--- config.mk ---
export PLATFORM = sky130hd
export DESIGN_NAME = led_slot_arbiter
export DESIGN_NICKNAME = d
export VERILOG_FILES = /design/src/rtl/led_slot_arbiter.sv
export SDC_FILE = /design/constraint.sdc
export NUM_CORES = 1
export LEC_CHECK = 0
export BUFFER_PORTS_ARGS = -buffer_cell sky130_fd_sc_hd__buf_4
export CORE_MARGIN = 8
export CORE_UTILIZATION = 52
export DETAILED_ROUTE_END_ITERATION = 16
export PLACE_DENSITY = 0.76
export SYNTH_ARGS = -nofsm -noshare
export SYNTH_HDL_FRONTEND = slang
export SYNTH_SLANG_ARGS = --single-unit
export TNS_END_PERCENT = 30
--- constraint.sdc ---
create_clock -name clk -period 1.9 [get_ports clk]
set_input_delay 0.095 -clock clk [delete_from_list [all_inputs] [get_ports clk]]
set_output_delay 0.095 -clock clk [all_outputs]
set_load 0.1 [all_outputs]
--- src/rtl/led_slot_arbiter.sv ---
// Round-robin owner of a shared LED bank: one pattern source at a time, each for a
// fixed tick-based slot (or less on early release), with a one-cycle blank gap between owners.
module led_slot_arbiter #(
  parameter int NREQ       = 3,
  parameter int LEDS       = 5,
  parameter int LOG2TICK   = 22,
  parameter int SLOT_TICKS = 4
) (
  input  logic                 clk,
  input  logic                 rst_n,
  input  logic [NREQ-1:0]      req,
  input  logic [NREQ*LEDS-1:0] pat,
  output logic [NREQ-1:0]      gnt,
  output logic [LEDS-1:0]      led,
  output logic                 busy
);

  localparam logic [0:0] S_IDLE  = 1'b0;
  localparam logic [0:0] S_GRANT = 1'b1;

  localparam int            IW        = $clog2(NREQ);
  localparam logic [7:0]    LAST_TICK = 8'(SLOT_TICKS - 1);
  localparam logic [IW-1:0] LAST_INIT = IW'(NREQ - 1);

  logic [0:0]          state_q, state_d;
  logic [NREQ-1:0]     gnt_q, gnt_d;
  logic [LEDS-1:0]     led_q, led_d;
  logic [IW-1:0]       last_q, last_d;
  logic [LOG2TICK-1:0] presc_q, presc_d;
  logic [7:0]          slot_q, slot_d;

  logic [LEDS-1:0] pat_arr [NREQ];
  logic [IW-1:0]   scan_idx;
  logic [IW-1:0]   win_idx;
  logic            win_valid;
  logic            tick;
  logic            slot_end;

  genvar gi;
  generate
    for (gi = 0; gi < NREQ; gi++) begin : g_pat
      assign pat_arr[gi] = pat[gi*LEDS +: LEDS];
    end
  endgenerate

  // Scan from the farthest candidate back to last+1 so the nearest requester wins.
  always_comb begin
    win_valid = 1'b0;
    win_idx   = '0;
    scan_idx  = '0;
    for (int k = NREQ; k >= 1; k--) begin
      scan_idx = IW'((int'(last_q) + k) % NREQ);
      if (req[scan_idx]) begin
        win_valid = 1'b1;
        win_idx   = scan_idx;
      end
    end
  end

  assign tick     = (presc_q == {LOG2TICK{1'b1}});
  assign slot_end = !req[last_q] || (tick && (slot_q == LAST_TICK));

  always_comb begin
    state_d = state_q;
    gnt_d   = gnt_q;
    led_d   = led_q;
    last_d  = last_q;
    presc_d = presc_q;
    slot_d  = slot_q;
    case (state_q)
      S_IDLE: begin
        gnt_d   = '0;
        led_d   = '0;
        presc_d = '0;
        slot_d  = '0;
        if (win_valid) begin
          state_d = S_GRANT;
          gnt_d   = {{(NREQ-1){1'b0}}, 1'b1} << win_idx;
          last_d  = win_idx;
        end
      end
      S_GRANT: begin
        if (slot_end) begin
          // Blank gap: the bank goes dark for one cycle before the next owner.
          state_d = S_IDLE;
          gnt_d   = '0;
          led_d   = '0;
          presc_d = '0;
          slot_d  = '0;
        end else begin
          led_d   = pat_arr[last_q];
          presc_d = presc_q + 1'b1;
          if (tick) begin
            slot_d = slot_q + 8'd1;
          end
        end
      end
      default: begin
        state_d = S_IDLE;
        gnt_d   = '0;
        led_d   = '0;
      end
    endcase
  end

  always_ff @(posedge clk or negedge rst_n) begin
    if (!rst_n) begin
      state_q <= S_IDLE;
      gnt_q   <= '0;
      led_q   <= '0;
      last_q  <= LAST_INIT;
      presc_q <= '0;
      slot_q  <= '0;
    end else begin
      state_q <= state_d;
      gnt_q   <= gnt_d;
      led_q   <= led_d;
      last_q  <= last_d;
      presc_q <= presc_d;
      slot_q  <= slot_d;
    end
  end

  assign gnt  = gnt_q;
  assign led  = led_q;
  assign busy = |gnt_q;

endmodule

==> key figures <==
Global routing
  – Initial antenna violation count: 0
  – GR Overflow Total: 0
  – Vias in the first global route: 1929
  – Largest net degree at the start of global routing: 42
  – First-pass GRT wire length: 8273 µm
  – GRT Overall Usage: 15.82%

Power and ir drop
  – Peak supply drop: 1175 µV
  – Leakage: 1.329 nW
  – Total power draw: 3.748 mW
  – P per Cell Area: 1302 nW/µm²

Timing
  – FMAX: 0.5376 GHz
  – RSZ-0062 raised after global routing: true
  – Final Max Tran Viols: 0
  – Worst slew pin tran: 0.5041 ns
  – Tcrit/Tclk final: 97.90%
  – Final hold viol count: 0
  – Slew Limit Headroom: 66.39%
  – Setup WS post-layout: between 0.03 and 0.04 ns
  – Setup TNS Final: 0 ns
  – Clk_skew: 0.006629 ns
  – Post-layout min period: 1.860 ns
  – Final setup fails: 0

Setup path
  – Worst endpoint required time: 2.12 ns
  – CP Max Fanout: 4
  – CP endpoint kind: flop
  – Setup Crit Path Kind: reg2reg
  – Worst Path Arrival: between 2 and 2.5 ns
  – Startpoint Class: flop

Detailed routing
  – Initial DRC Count: 108
  – Drt pass-1 iters: 4
  – WL/cell: ~14 µm
  – Via count: 1903
  – Post-route ant nets: 0
  – Post-DR vias/cell: 5.614
  – DR DRC count: 0
  – Routed Wire Length: 4902 µm

CTS
  – Skew-Pair Late Insertion Delay: between 0.2 and 0.3 ns
  – Worst-case clock buffer depth: 2
  – Clk root buf: clkbuf_8
  – CTS tree: done
  – CTS buffer count: 5
  – Worst-path clk slew: roughly 0.080 ns
  – H-Tree Depth: 2
  – Num Clock Sinks: 41

Synth
  – Post-synth ARST share: 100.0%
  – Main synth FF type: dfrtp_1
  – Synthesized area: 2215 µm²
  – #FFs+latches synth: 41
  – Syn Nets: 256
  – Syn. warnings: 0
  – Mean Syn Cell Area: slightly below 10 µm²
  – Top-area cell type share of the netlist area: a little under half
  – Distinct cells, synth: 42
  – Synth area leader: dfrtp_1
  – EDFF count, synth: 0
  – Sequential share of the synthesized area: between 40% and 50%
  – Gate count of the mapped netlist: 230
  – Top cells by area, synth: dfrtp_1, nor2_1, xor2_1

Die
  – Num rows: 23
  – Die Ht: 81.26 µm
  – Die Area: 6603 µm²
  – Core area: 4058 µm²
  – Die X: 81.26 µm
  – I/O pin count: 29
  – Starting Density: about 55%

Finish
  – Area Growth Syn to Fin: 29.94%
  – Final core occ: around 70%
  – Share of cells above drive strength 1: 29.07%
  – Nets: 314
  – N_diodes: 0

Place
  – Worst slack at placement: -0.02240 ns
  – PortBufs: 28
  – DP Wirelength: 3540 µm
  – GP Congestion: between 0.8 and 0.9

Hold path
  – Tightest Hold Check Type: in2reg

Flow run
  – Max-Cap Viols: 0

Outcome
  – Run status: finished clean
==> sequential cells by signal (all words and copies together), names as in the netlist <==
register  count
gnt           3
last_q        2
led           5
presc_q      22
slot_q        8
state_q       1
==> final cells by class <==
type / count / area (µm²)
Clock buffer: 5 / 68.82
Tap cell: 50 / 62.56
Inverter: 8 / 30.03
Multi-Input combinational cell: 174 / 1174
Timing Repair Buffer: 58 / 450.4
Clock inverter: 3 / 65.06
Fill cell: 289 / 1180
Sequential cell: 41 / 1027
==> power by group <==
part / switching (mW) / total, mW / internal [mW]
Clock: 0.302 / 0.824 / 0.522
Combinational: 1.20 / 1.87 / 0.668
Sequential: 0.0680 / 1.05 / 0.985
==> path summary, 6_finish.rpt <==
kind                                      startpoint                    end  slack (ns)  cells after the start
worst max-delay path            presc_q[0]$_DFF_PN0_  slot_q[6]$_DFFE_PN0P_        0.04                      7
min in group asynchronous                      rst_n  slot_q[7]$_DFFE_PN0P_        0.32                      2
worst min-delay path                         pat[14]       led[4]$_DFF_PN0_        0.04                      3
worst max register to register  presc_q[0]$_DFF_PN0_  slot_q[6]$_DFFE_PN0P_        0.04                      7
worst min register to register    gnt[2]$_DFFE_PN0P_     gnt[2]$_DFFE_PN0P_        0.54                      1
max in group asynchronous                      rst_n  last_q[1]$_DFFE_PN1P_        1.22                      2
==> cell usage in the layout (no fill, tap or decap), types with 2 or more instances in the layout <==
cell / count
a21o_1: 4
xor2_1: 14
clkbuf_8: 5
buf_4: 56
a21oi_1: 14
ha_1: 2
or3_1: 3
mux2i_1: 7
a211oi_1: 2
xnor2_1: 6
nand3b_1: 4
nand3_1: 12
and4_1: 3
inv_2: 2
o31ai_1: 2
nand4_1: 3
o21ai_0: 4
nand2_1: 16
ha_2: 3
and3_1: 4
bufinv_16: 2
o22ai_1: 3
dfrtp_1: 40
nor2_1: 40
inv_1: 6
mux2i_2: 2
nor4_1: 2
or4_1: 3
==> cells in the mapped netlist (2+ instances only) <==
| library cell | instances |
|---|---|
| nand2_1 | 16 |
| o31ai_1 | 2 |
| inv_1 | 8 |
| a211oi_1 | 2 |
| or4_1 | 3 |
| nor2b_1 | 2 |
| nand3b_1 | 4 |
| dfrtp_1 | 40 |
| ha_1 | 6 |
| and4_1 | 3 |
| clkbuf_1 | 3 |
| or3_1 | 3 |
| buf_2 | 3 |
| nand3_1 | 12 |
| a21o_1 | 4 |
| xnor2_1 | 6 |
| xor2_1 | 14 |
| and3_2 | 2 |
| and3_1 | 4 |
| nand4_1 | 3 |
| nor2_1 | 40 |
| o22ai_1 | 3 |
| o21ai_0 | 5 |
| nor4_1 | 2 |
| a21oi_1 | 15 |
| mux2i_1 | 9 |
==> what timing repair did <==
action | CTS | global route
pin swaps | 2 | 7
setup buffers | 1 | 4
hold endpoints to repair | 40 | 0
hold buffers | 1 | 0
resized for setup | 1 | 7
setup endpoints to repair | 3 | 17
==> per-layer routing <==
layer / part of all wire (%) / up-vias / track usage, %
li1: - / 921 / -
met1: 44 / 915 / 18.86
met2: 48 / 62 / 25.93
met3: 8.1 / 5 / 5.519
met4: 0.73 / 0 / 5.357
met5: 0 / - / 0
==> logic make-up (layout without fill, tap and decap cells) <==
logic type      Yosys count  after routing  synth area share, %
xor+xnor                 20             20                7.910
compound gates           39             39                11.07
mux                       9              9                4.068
simple gates            100            100                24.29
fa+ha+maj                 6              6                3.390
buf+inv                  15             74                2.881
flops                    41             41                46.38
==> critical path, cell delays in order, from the launching register on <==
cell and delay [ns]:
dfrtp_1 0.36, ha_2 0.19, inv_2 0.05, nor4_4 0.23, buf_4 0.18, nand4_1 0.15, or4_1 0.50, a21oi_1 0.14
==> stage by stage <==
step / area, µm² / hold WS (ns) / instances
after CTS: 2829 / 0.03435 / 335
final: 2878 / 0.03699 / 339
after detailed placement: 2670 / 0.1065 / 325
after global routing: 2878 / 0.05103 / 339
after floorplan: 2255 / -0.2006 / 230
after global placement: 2670 / 0.1077 / 325
(Power assumes the default switching activity.)
